===== config.mk =====
export PLATFORM = sky130hd
export DESIGN_NAME = wb_regfile_flat
export DESIGN_NICKNAME = d
export VERILOG_FILES = /design/src/rtl/wb_regfile_if.sv /design/src/rtl/wb_regfile.sv /design/src/flat_wrapper.sv
export SDC_FILE = /design/constraint.sdc
export NUM_CORES = 2
export LEC_CHECK = 0
export CAP_MARGIN = 20
export CORE_MARGIN = 2
export CORE_UTILIZATION = 35
export CTS_CLUSTER_SIZE = 28
export DETAILED_ROUTE_END_ITERATION = 10
export SKIP_LAST_GASP = 1
export SYNTH_ARGS = -nofsm -noshare
export SYNTH_HDL_FRONTEND = slang
export SYNTH_SLANG_ARGS = --single-unit

===== constraint.sdc =====
create_clock -name clk -period 4.7 [get_ports clk]
set_clock_uncertainty 0.1 [all_clocks]
set_input_delay 0.94 -clock clk [delete_from_list [all_inputs] [get_ports clk]]
set_output_delay 0.94 -clock clk [all_outputs]
set_load 0.05 [all_outputs]

===== src/rtl/wb_regfile_if.sv =====
// Write-back / register-file bus: MEM/WB pipeline outputs in, decode read ports out.
interface wb_regfile_if #(
  parameter int CNT_W = 32
);
  logic [31:0]      wb_instr;
  logic [31:0]      wb_pc;
  logic [4:0]       wb_regaddr;
  logic [31:0]      wb_dmout;
  logic [31:0]      wb_alures;
  logic [4:0]       rs_addr;
  logic [4:0]       rt_addr;
  logic [31:0]      rs_data;
  logic [31:0]      rt_data;
  logic             wb_we;
  logic [31:0]      wb_wdata;
  logic [CNT_W-1:0] retired;

  modport master (
    output wb_instr, wb_pc, wb_regaddr, wb_dmout, wb_alures, rs_addr, rt_addr,
    input  rs_data, rt_data, wb_we, wb_wdata, retired
  );

  modport slave (
    input  wb_instr, wb_pc, wb_regaddr, wb_dmout, wb_alures, rs_addr, rt_addr,
    output rs_data, rt_data, wb_we, wb_wdata, retired
  );
endinterface


===== src/rtl/wb_regfile.sv =====
// Write-back stage: selects/format the commit value, owns the 32x32 GRF with
// same-cycle write-through bypass on both read ports, and counts retirements.
module wb_regfile #(
  parameter logic [31:0] LINK_OFFSET = 32'd8,
  parameter int          CNT_W       = 32
) (
  input  logic        clk,
  input  logic        reset,
  wb_regfile_if.slave bus
);

  localparam logic [5:0] OP_RTYPE = 6'b000000;
  localparam logic [5:0] OP_JAL   = 6'b000011;
  localparam logic [5:0] OP_LW    = 6'b100011;
  localparam logic [5:0] OP_LB    = 6'b100000;
  localparam logic [5:0] OP_LBU   = 6'b100100;
  localparam logic [5:0] OP_LH    = 6'b100001;
  localparam logic [5:0] OP_LHU   = 6'b100101;
  localparam logic [5:0] FN_JALR  = 6'b001001;

  logic [5:0]       op;
  logic [5:0]       funct;
  logic [7:0]       ld_byte;
  logic [15:0]      ld_half;
  logic [31:0]      wdata;
  logic             we;
  logic [31:0]      regs [32];
  logic [CNT_W-1:0] cnt;

  assign op    = bus.wb_instr[31:26];
  assign funct = bus.wb_instr[5:0];

  // Byte/halfword lane extraction from the load address low bits.
  always_comb begin
    ld_byte = bus.wb_dmout[7:0];
    case (bus.wb_alures[1:0])
      2'b00: ld_byte = bus.wb_dmout[7:0];
      2'b01: ld_byte = bus.wb_dmout[15:8];
      2'b10: ld_byte = bus.wb_dmout[23:16];
      2'b11: ld_byte = bus.wb_dmout[31:24];
      default: ld_byte = bus.wb_dmout[7:0];
    endcase
    ld_half = bus.wb_alures[1] ? bus.wb_dmout[31:16] : bus.wb_dmout[15:0];
  end

  // Write-back value select; upstream already gated wb_regaddr for non-writers.
  always_comb begin
    wdata = bus.wb_alures;
    case (op)
      OP_LW:    wdata = bus.wb_dmout;
      OP_LB:    wdata = {{24{ld_byte[7]}}, ld_byte};
      OP_LBU:   wdata = {24'h0, ld_byte};
      OP_LH:    wdata = {{16{ld_half[15]}}, ld_half};
      OP_LHU:   wdata = {16'h0, ld_half};
      OP_JAL:   wdata = bus.wb_pc + LINK_OFFSET;
      OP_RTYPE: if (funct == FN_JALR) wdata = bus.wb_pc + LINK_OFFSET;
      default:  wdata = bus.wb_alures;
    endcase
  end

  assign we           = (bus.wb_regaddr != 5'd0);
  assign bus.wb_we    = we;
  assign bus.wb_wdata = wdata;

  // Register array; reg 0 is never written because we is low for address 0.
  always_ff @(posedge clk) begin
    if (reset) begin
      for (int i = 0; i < 32; i++) regs[i] <= 32'h0;
    end else if (we) begin
      regs[bus.wb_regaddr] <= wdata;
    end
  end

  // Read ports with same-cycle bypass of the committing value.
  always_comb begin
    if (bus.rs_addr == 5'd0)                         bus.rs_data = 32'h0;
    else if (we && (bus.rs_addr == bus.wb_regaddr))  bus.rs_data = wdata;
    else                                             bus.rs_data = regs[bus.rs_addr];
    if (bus.rt_addr == 5'd0)                         bus.rt_data = 32'h0;
    else if (we && (bus.rt_addr == bus.wb_regaddr))  bus.rt_data = wdata;
    else                                             bus.rt_data = regs[bus.rt_addr];
  end

  // Retired counter: every non-bubble instruction, writer or not; wraps naturally.
  always_ff @(posedge clk) begin
    if (reset)                      cnt <= '0;
    else if (bus.wb_instr != 32'h0) cnt <= cnt + 1'b1;
  end

  assign bus.retired = cnt;

endmodule


===== src/flat_wrapper.sv =====
// flat-port wrapper written by rule: the top's interface ports become plain ports
module wb_regfile_flat 
#(
  parameter logic [31:0] LINK_OFFSET = 32'd8,
  parameter int          CNT_W       = 32
)
  (clk, reset, bus_wb_instr, bus_wb_pc, bus_wb_regaddr, bus_wb_dmout, bus_wb_alures, bus_rs_addr, bus_rt_addr, bus_rs_data, bus_rt_data, bus_wb_we, bus_wb_wdata, bus_retired);
  wb_regfile_if #(.CNT_W(CNT_W)) bus_i ();
  input  logic clk;
  input  logic reset;
  input wire logic [$bits(bus_i.wb_instr)-1:0] bus_wb_instr;
  input wire logic [$bits(bus_i.wb_pc)-1:0] bus_wb_pc;
  input wire logic [$bits(bus_i.wb_regaddr)-1:0] bus_wb_regaddr;
  input wire logic [$bits(bus_i.wb_dmout)-1:0] bus_wb_dmout;
  input wire logic [$bits(bus_i.wb_alures)-1:0] bus_wb_alures;
  input wire logic [$bits(bus_i.rs_addr)-1:0] bus_rs_addr;
  input wire logic [$bits(bus_i.rt_addr)-1:0] bus_rt_addr;
  output wire logic [$bits(bus_i.rs_data)-1:0] bus_rs_data;
  output wire logic [$bits(bus_i.rt_data)-1:0] bus_rt_data;
  output wire logic [$bits(bus_i.wb_we)-1:0] bus_wb_we;
  output wire logic [$bits(bus_i.wb_wdata)-1:0] bus_wb_wdata;
  output wire logic [$bits(bus_i.retired)-1:0] bus_retired;
  assign bus_i.wb_instr = bus_wb_instr;
  assign bus_i.wb_pc = bus_wb_pc;
  assign bus_i.wb_regaddr = bus_wb_regaddr;
  assign bus_i.wb_dmout = bus_wb_dmout;
  assign bus_i.wb_alures = bus_wb_alures;
  assign bus_i.rs_addr = bus_rs_addr;
  assign bus_i.rt_addr = bus_rt_addr;
  assign bus_rs_data = bus_i.rs_data;
  assign bus_rt_data = bus_i.rt_data;
  assign bus_wb_we = bus_i.wb_we;
  assign bus_wb_wdata = bus_i.wb_wdata;
  assign bus_retired = bus_i.retired;
  wb_regfile #(.LINK_OFFSET(LINK_OFFSET), .CNT_W(CNT_W)) u_core (.clk(clk), .reset(reset), .bus(bus_i));
endmodule

# == After elaboration in Yosys (flattened, before gate mapping) ==
# Memory sizes are Yosys's and may differ from the RTL's.
# Index checks and enable logic that the tools add are counted.
# totals
n_memories,1
elab_cells,41
out_inout_bits,129
mem_bits_rw,1024
regBits,32
# mem_list
name,depth,word_bits,read_ports,rd_ports_with_merged_regs,write_ports,line,source
u_core.regs,32,32,2,0,32,wb_regfile.sv:27,logic [31:0] regs [32];
# op_classes
reduce_logical,9
n_addsub,2
eq_ne,12
mux,16
# op_table
cell,count
$pmux 32 s7,1
$mux 32,6
$add 32x1->32 const B,1
$add 32x4->32 const B,1
$pmux 8 s4,1
$reduce_bool 32->1,1
$reduce_or 32->1,1
$eq 6x6->1 const B,5
$mux 16,1
$eq 5x5->1,2
$logic_not 5->1,2
$eq 6x2->1 const B,1
$eq 6x4->1 const B,1
$logic_not 6->1,1
$mux 1,6
$mux 5,1
$reduce_bool 5->1,1
$eq 2x2->1 const B,2
$eq 2x1->1 const B,1
$logic_and 1x1->1,2
$logic_not 2->1,1

# == Depth between registers and ports, before layout ==
# depth
depth_word,6
depth_mapped,11
depth_no_buf,7

# == Worst setup path after synthesis ==
# OpenSTA, ideal clock, no wires.
# synth_path
path_kind,input -> output
startpoint,in bus_wb_instr[29]
endpoint,out bus_rs_data[10]
path_buffers,4
cell_stages,9
path_slack_ps,-43
arrival_time_ps,3703
path_cell_list,buf_2 -> or4_4 -> a311oi_1 -> or2_1 -> buf_2 -> buf_6 -> buf_6 -> a21oi_2 -> a21boi_0
# synth_via
elab_chain_len,4
elab_cells_between_ends,10
cone_classes,6 x eq/ne; 3 x mux; 1 x reduce/logical
# synth_lines
item,line,source
start: declaration,flat_wrapper.sv:11,input wire logic [$bits(bus_i.wb_instr)-1:0] bus_wb_instr;
"$eq 6x2->1, or another cell as far along",wb_regfile.sv:49,case (op)
$pmux 32 s7 (*),wb_regfile.sv:49,
$mux 32 (*),wb_regfile.sv:77,else if (we && (bus.rs_addr == bus.wb_regaddr)) bus.rs_data = wdata;
$mux 32 (*),wb_regfile.sv:76,if (bus.rs_addr == 5'd0) bus.rs_data = 32'h0;
end: declaration,flat_wrapper.sv:18,output wire logic [$bits(bus_i.rs_data)-1:0] bus_rs_data;
# Every way passes the cells marked *; elsewhere a longest branch is shown, timed or not.

# == Worst setup path in the final report ==
# layout_path
startpoint,in bus_wb_regaddr[3]
endpoint,out bus_rt_data[16]
# layout_via
elab_chain_len,4
elab_cells_between_ends,5
cone_classes,1 x eq/ne; 2 x mux; 2 x reduce/logical
# layout_lines
item,line,source
start: declaration,flat_wrapper.sv:13,input wire logic [$bits(bus_i.wb_regaddr)-1:0] bus_wb_regaddr;
$eq 5x5->1 / $reduce_bool 5->1 (equally long branches),"wb_regfile.sv:80, wb_regfile.sv:61",
$logic_and 1x1->1 (*),wb_regfile.sv:80,else if (we && (bus.rt_addr == bus.wb_regaddr)) bus.rt_data = wdata;
$mux 32 (*),wb_regfile.sv:80,
$mux 32 (*),wb_regfile.sv:79,if (bus.rt_addr == 5'd0) bus.rt_data = 32'h0;
end: declaration,flat_wrapper.sv:19,output wire logic [$bits(bus_i.rt_data)-1:0] bus_rt_data;
# Marks and branches as above.

==> results.txt <==
The number of antenna violations at the first check in global routing is 0. The final critical-path setup slack came out at -86.7 ps. The final total negative setup slack came out at -110 ps.

Counting flops with an async set or reset pin after synthesis yields a share of 0%. The worst path required time is 3660 ps. The startpoint identified for the worst hold timing path is u_core.bus.retired[12]$_SDFFE_PP0P_.

The total chip power came out at 24.4 mW. The cell count after placement came out at 6,623. The number of buffers added to fix hold violations after cts came out at 0. The cell with the biggest individual delay on the critical path is sky130_fd_sc_hd__clkdlybuf4s50_1.

Yosys mapped a number of flops with a built-in enable equal to 1,024. The worst setup path is captured at an output port. The run finished, with violations left.

Once the floorplan was initialized, standard cells occupied 35.2% of the core. At the worst endpoint, the arrival time is 3750 ps. The part of the cycle the worst path needs is 102%. The reg-to-reg setup timing slack came out at 2330 ps.

STA classifies the critical path startpoint as an input port. The maximum resistive drop on vdd came out at 0.290 mV. The row count came out at 146. The power per unit of standard cell area came out at 354 mW/mm^2.

The fill cell instance count of the final layout is 14,300. The synthesized area per cell is 13.3 sq um. Based on the critical path, the design can be clocked at up to 209 MHz. The number of clock buffers inserted by TritonCTS came out at 113. The wire length per cell after detailed routing is 30.7 microns. The mapped netlist covers 0.0556 sq mm. Setup repair after global routing could not meet its margin everywhere. The count of antenna diodes in the layout came out at 0. The leakage power figure came out at 24.5 nW. The share of layout cells above drive strength 1 came out at 27.8%. The number of maximum-capacitance violations is 0. In this run the critical register-to-register path is captured at u_core.bus.retired[31]$_SDFFE_PP0P_. The chip height came out at 403 microns. The most common cell after layout, fill and taps aside is sky130_fd_sc_hd__nor2_1. The cell count after synthesis is 4,188. The setup violation total in the final timing report came out at 3.

The number of endpoints with negative hold slack in the final report is 0. Walking the worst path, the cells encountered are clkdlybuf4s50_1 > nor3_2 > nand2_1 > and3_1 > buf_12 > a211oi_1 > a32oi_1 > o21ai_0 > buf_4 > buf_6. CTS placed an instance of sky130_fd_sc_hd__clkbuf_16 at the clock tree root. Final hold analysis gives a worst-case slack of 409 ps. The via count normalized by instance count is 6.09. The number of max-slew violations in the final report is 0. The minimum clock period after layout is 4790 ps.

The number of nets at the end of the flow is 4,827. Counting instances, the worst hold path has a depth of 2. After floorplanning, the core was sized to cover 0.158 sq mm. The maximum root-to-sink buffer count came out at 3. The checks that failed: setup timing.

In this run, synthesis produced a sequential element count of 1,056. The maximum number of pins on one net before global-route repair came out at 56. The cell area after placement came out at 0.0651 sq mm.

In this run the worst path has a maximum fanout of 21. Sequential elements use 56.4% of the synthesized area. Broken down by cell family, the worst path's largest delay share belongs to buffers and inverters. The worst relative slew slack is 43.7%.

The depth of the most critical reg-to-reg path is 6. The count of distinct cell types in the synthesized netlist is 73. The clock-pin slew on the worst setup and hold paths is 60 ps. The stage delay of the slowest cell on the critical path is 630 ps.

Summed over all layers, the global routing overflow is 0. The number of input and output port buffers inserted is 273. The clock latency on the worst-skew pair is 740 ps.

In the layout the commonest cells are sky130_fd_sc_hd__nor2_1 (1,069), sky130_fd_sc_hd__edfxtp_1 (1,024), sky130_fd_sc_hd__mux4_2 (427), sky130_fd_sc_hd__buf_4 (424), sky130_fd_sc_hd__a22oi_1 (201). The synthesis warning total came out at 0. The number of design rule violations left after detail routing is 0. The overall via count from detail_route is 41,700.

The transition time of the tightest slew-check pin came out at 845 ps. The area growth from synthesis to layout is 23.8%. The first global-routing pass estimated 297 mm of wire. The combined global-route utilization of all metal layers came out at 25.4%. In this run, the number of DRC markers left after iteration 0 of detailed routing was 5,771. The number of top-level pins is 274.

The number of buffers and inverters on the critical path came out at 4. By startpoint and endpoint, the worst setup path is classified as input port to output port. The final instance area is 0.0689 sq mm. The HPWL reported at the end of detailed placement came out at 139 mm. The TritonCTS clock tree is done. The min-delay analysis places its worst path in the category flop to flop. The via count of the first global-routing pass is 41,300. For this run, the leading register cell type out of synthesis is sky130_fd_sc_hd__edfxtp_1. The finished layout holds 6,847 standard cells, fillers aside. The pre-antenna-repair detailed-routing pass consisted of 5 iterations. The die footprint came out at 0.162 sq mm. For hold timing, the worst endpoint is u_core.bus.retired[12]$_SDFFE_PP0P_.

The count of clock tree sinks is 1,056. At the end of routability-driven placement, the weighted congestion stood at 0.939. The H-tree depth reported by CTS came out at 3. In this run the remaining antenna-violating nets after routing total 0.

After detailed routing, the total wire length is 210 mm. In this run the critical register-to-register path is launched from u_core.bus.retired[7]$_SDFFE_PP0P_. From left edge to right edge, the die measures 403 microns.
power by group:
| part | internal, mW | switching, mW |
|---|---|---|
| sequential | 10.9 | 0.261 |
| clock | 4.90 | 3.84 |
| combinational | 1.89 | 2.62 |
| total | 17.7 | 6.72 |
stage by stage:
stage	setup WS, ps	util [%]
2_1_floorplan	10.1	-
3_3_place_gp	-255	41.1
3_5_place_dp	-300	41.1
4_1_cts	9.52	43.4
5_1_grt	-29.2	43.5
6_report	-86.7	43.5
worst max-delay path by stage:
stage / startpoint / to / slack (ps) / cells after the start
after global placement: bus_wb_instr[31] / bus_rs_data[19] / -250 / 8
after floorplan: bus_wb_instr[27] / bus_rt_data[5] / 10 / 8
final: bus_wb_regaddr[3] / bus_rt_data[16] / -90 / 10
after CTS: bus_wb_instr[31] / bus_rs_data[2] / 10 / 11
after global routing: bus_wb_instr[2] / bus_wb_wdata[22] / -30 / 13
after detailed placement: bus_wb_instr[31] / bus_rs_data[0] / -300 / 11
layer usage:
layer	vias up	track usage, %	share of wire (%)
li1	17000	-	-
met1	21400	33.8	37
met2	2833	39.8	46
met3	479	6.07	12
met4	0	10.9	4.8
met5	-	0	0
synthesized netlist by cell type (11+ instances only):
master	number	area share, %
sky130_fd_sc_hd__or3_1	19	0.21
sky130_fd_sc_hd__nor2b_1	23	0.26
sky130_fd_sc_hd__edfxtp_1	1024	55
sky130_fd_sc_hd__xnor2_1	41	0.65
sky130_fd_sc_hd__a221o_1	15	0.27
sky130_fd_sc_hd__a211oi_1	11	0.15
sky130_fd_sc_hd__o21ai_0	59	0.53
sky130_fd_sc_hd__nor4_1	16	0.18
sky130_fd_sc_hd__a22o_1	16	0.25
sky130_fd_sc_hd__mux2i_1	196	3.5
sky130_fd_sc_hd__nor2_1	1079	7.3
sky130_fd_sc_hd__clkbuf_1	233	1.6
sky130_fd_sc_hd__o22ai_1	28	0.31
sky130_fd_sc_hd__a221oi_1	38	0.60
sky130_fd_sc_hd__inv_1	33	0.22
sky130_fd_sc_hd__o221ai_1	12	0.19
sky130_fd_sc_hd__inv_2	13	0.088
sky130_fd_sc_hd__nor3_1	35	0.31
sky130_fd_sc_hd__buf_1	34	0.23
sky130_fd_sc_hd__a22oi_1	201	2.7
sky130_fd_sc_hd__nand4_1	35	0.39
sky130_fd_sc_hd__a21oi_1	39	0.35
sky130_fd_sc_hd__buf_2	136	1.2
sky130_fd_sc_hd__mux4_2	427	17
sky130_fd_sc_hd__nand2b_1	39	0.44
sky130_fd_sc_hd__dfxtp_1	32	1.2
sky130_fd_sc_hd__nand2_1	110	0.74
sky130_fd_sc_hd__nand3_1	73	0.66
sky130_fd_sc_hd__buf_4	21	0.28
sky130_fd_sc_hd__xor2_1	19	0.30
sky130_fd_sc_hd__a32oi_1	21	0.33
flip-flops by register name, indices dropped and copies added (netlist names):
register	flops
u_core.regs	1024
u_core.bus.retired	32
tightest hold or removal path, delay by kind of cell (launching register included):
family | cells | cell delay (ps)
flip-flops | 1 | 330
AO/OA/AOI/OAI | 2 | 140
cell type report:
cell class                 count  area, sq um  share of cell area, %
timing repair buffer         773         8390                   12.2
clock inverter                71          557                  0.808
clock buffer                 139         2970                   4.31
sequential                  1056        31400                   45.6
inverter                      46          173                  0.251
multi-input combinational   2690        22800                   33.1
tap                         2072         2590                   3.76
cells by family after synthesis:
group	after synthesis	synth area share (%)
XOR/XNOR	60	0.945
AND/OR/NAND/NOR	1476	11.1
adder cells (fa/ha/maj)	2	0.0450
flip-flops	1056	56.4
buffers and inverters	473	3.68
multiplexers	625	20.9
AO/OA/AOI/OAI	495	6.94
other	1	0.00674
what timing repair did:
item / CTS / global route
buffers inserted: 2 / 11
gates resized for setup: 14 / 26
endpoints found under the setup margin: 62 / 52
endpoints found under the hold margin: 0 / 0
gates cloned: 0 / 1
pin swaps: 2 / 9
Note: power is estimated with default switching activity, not from simulation.
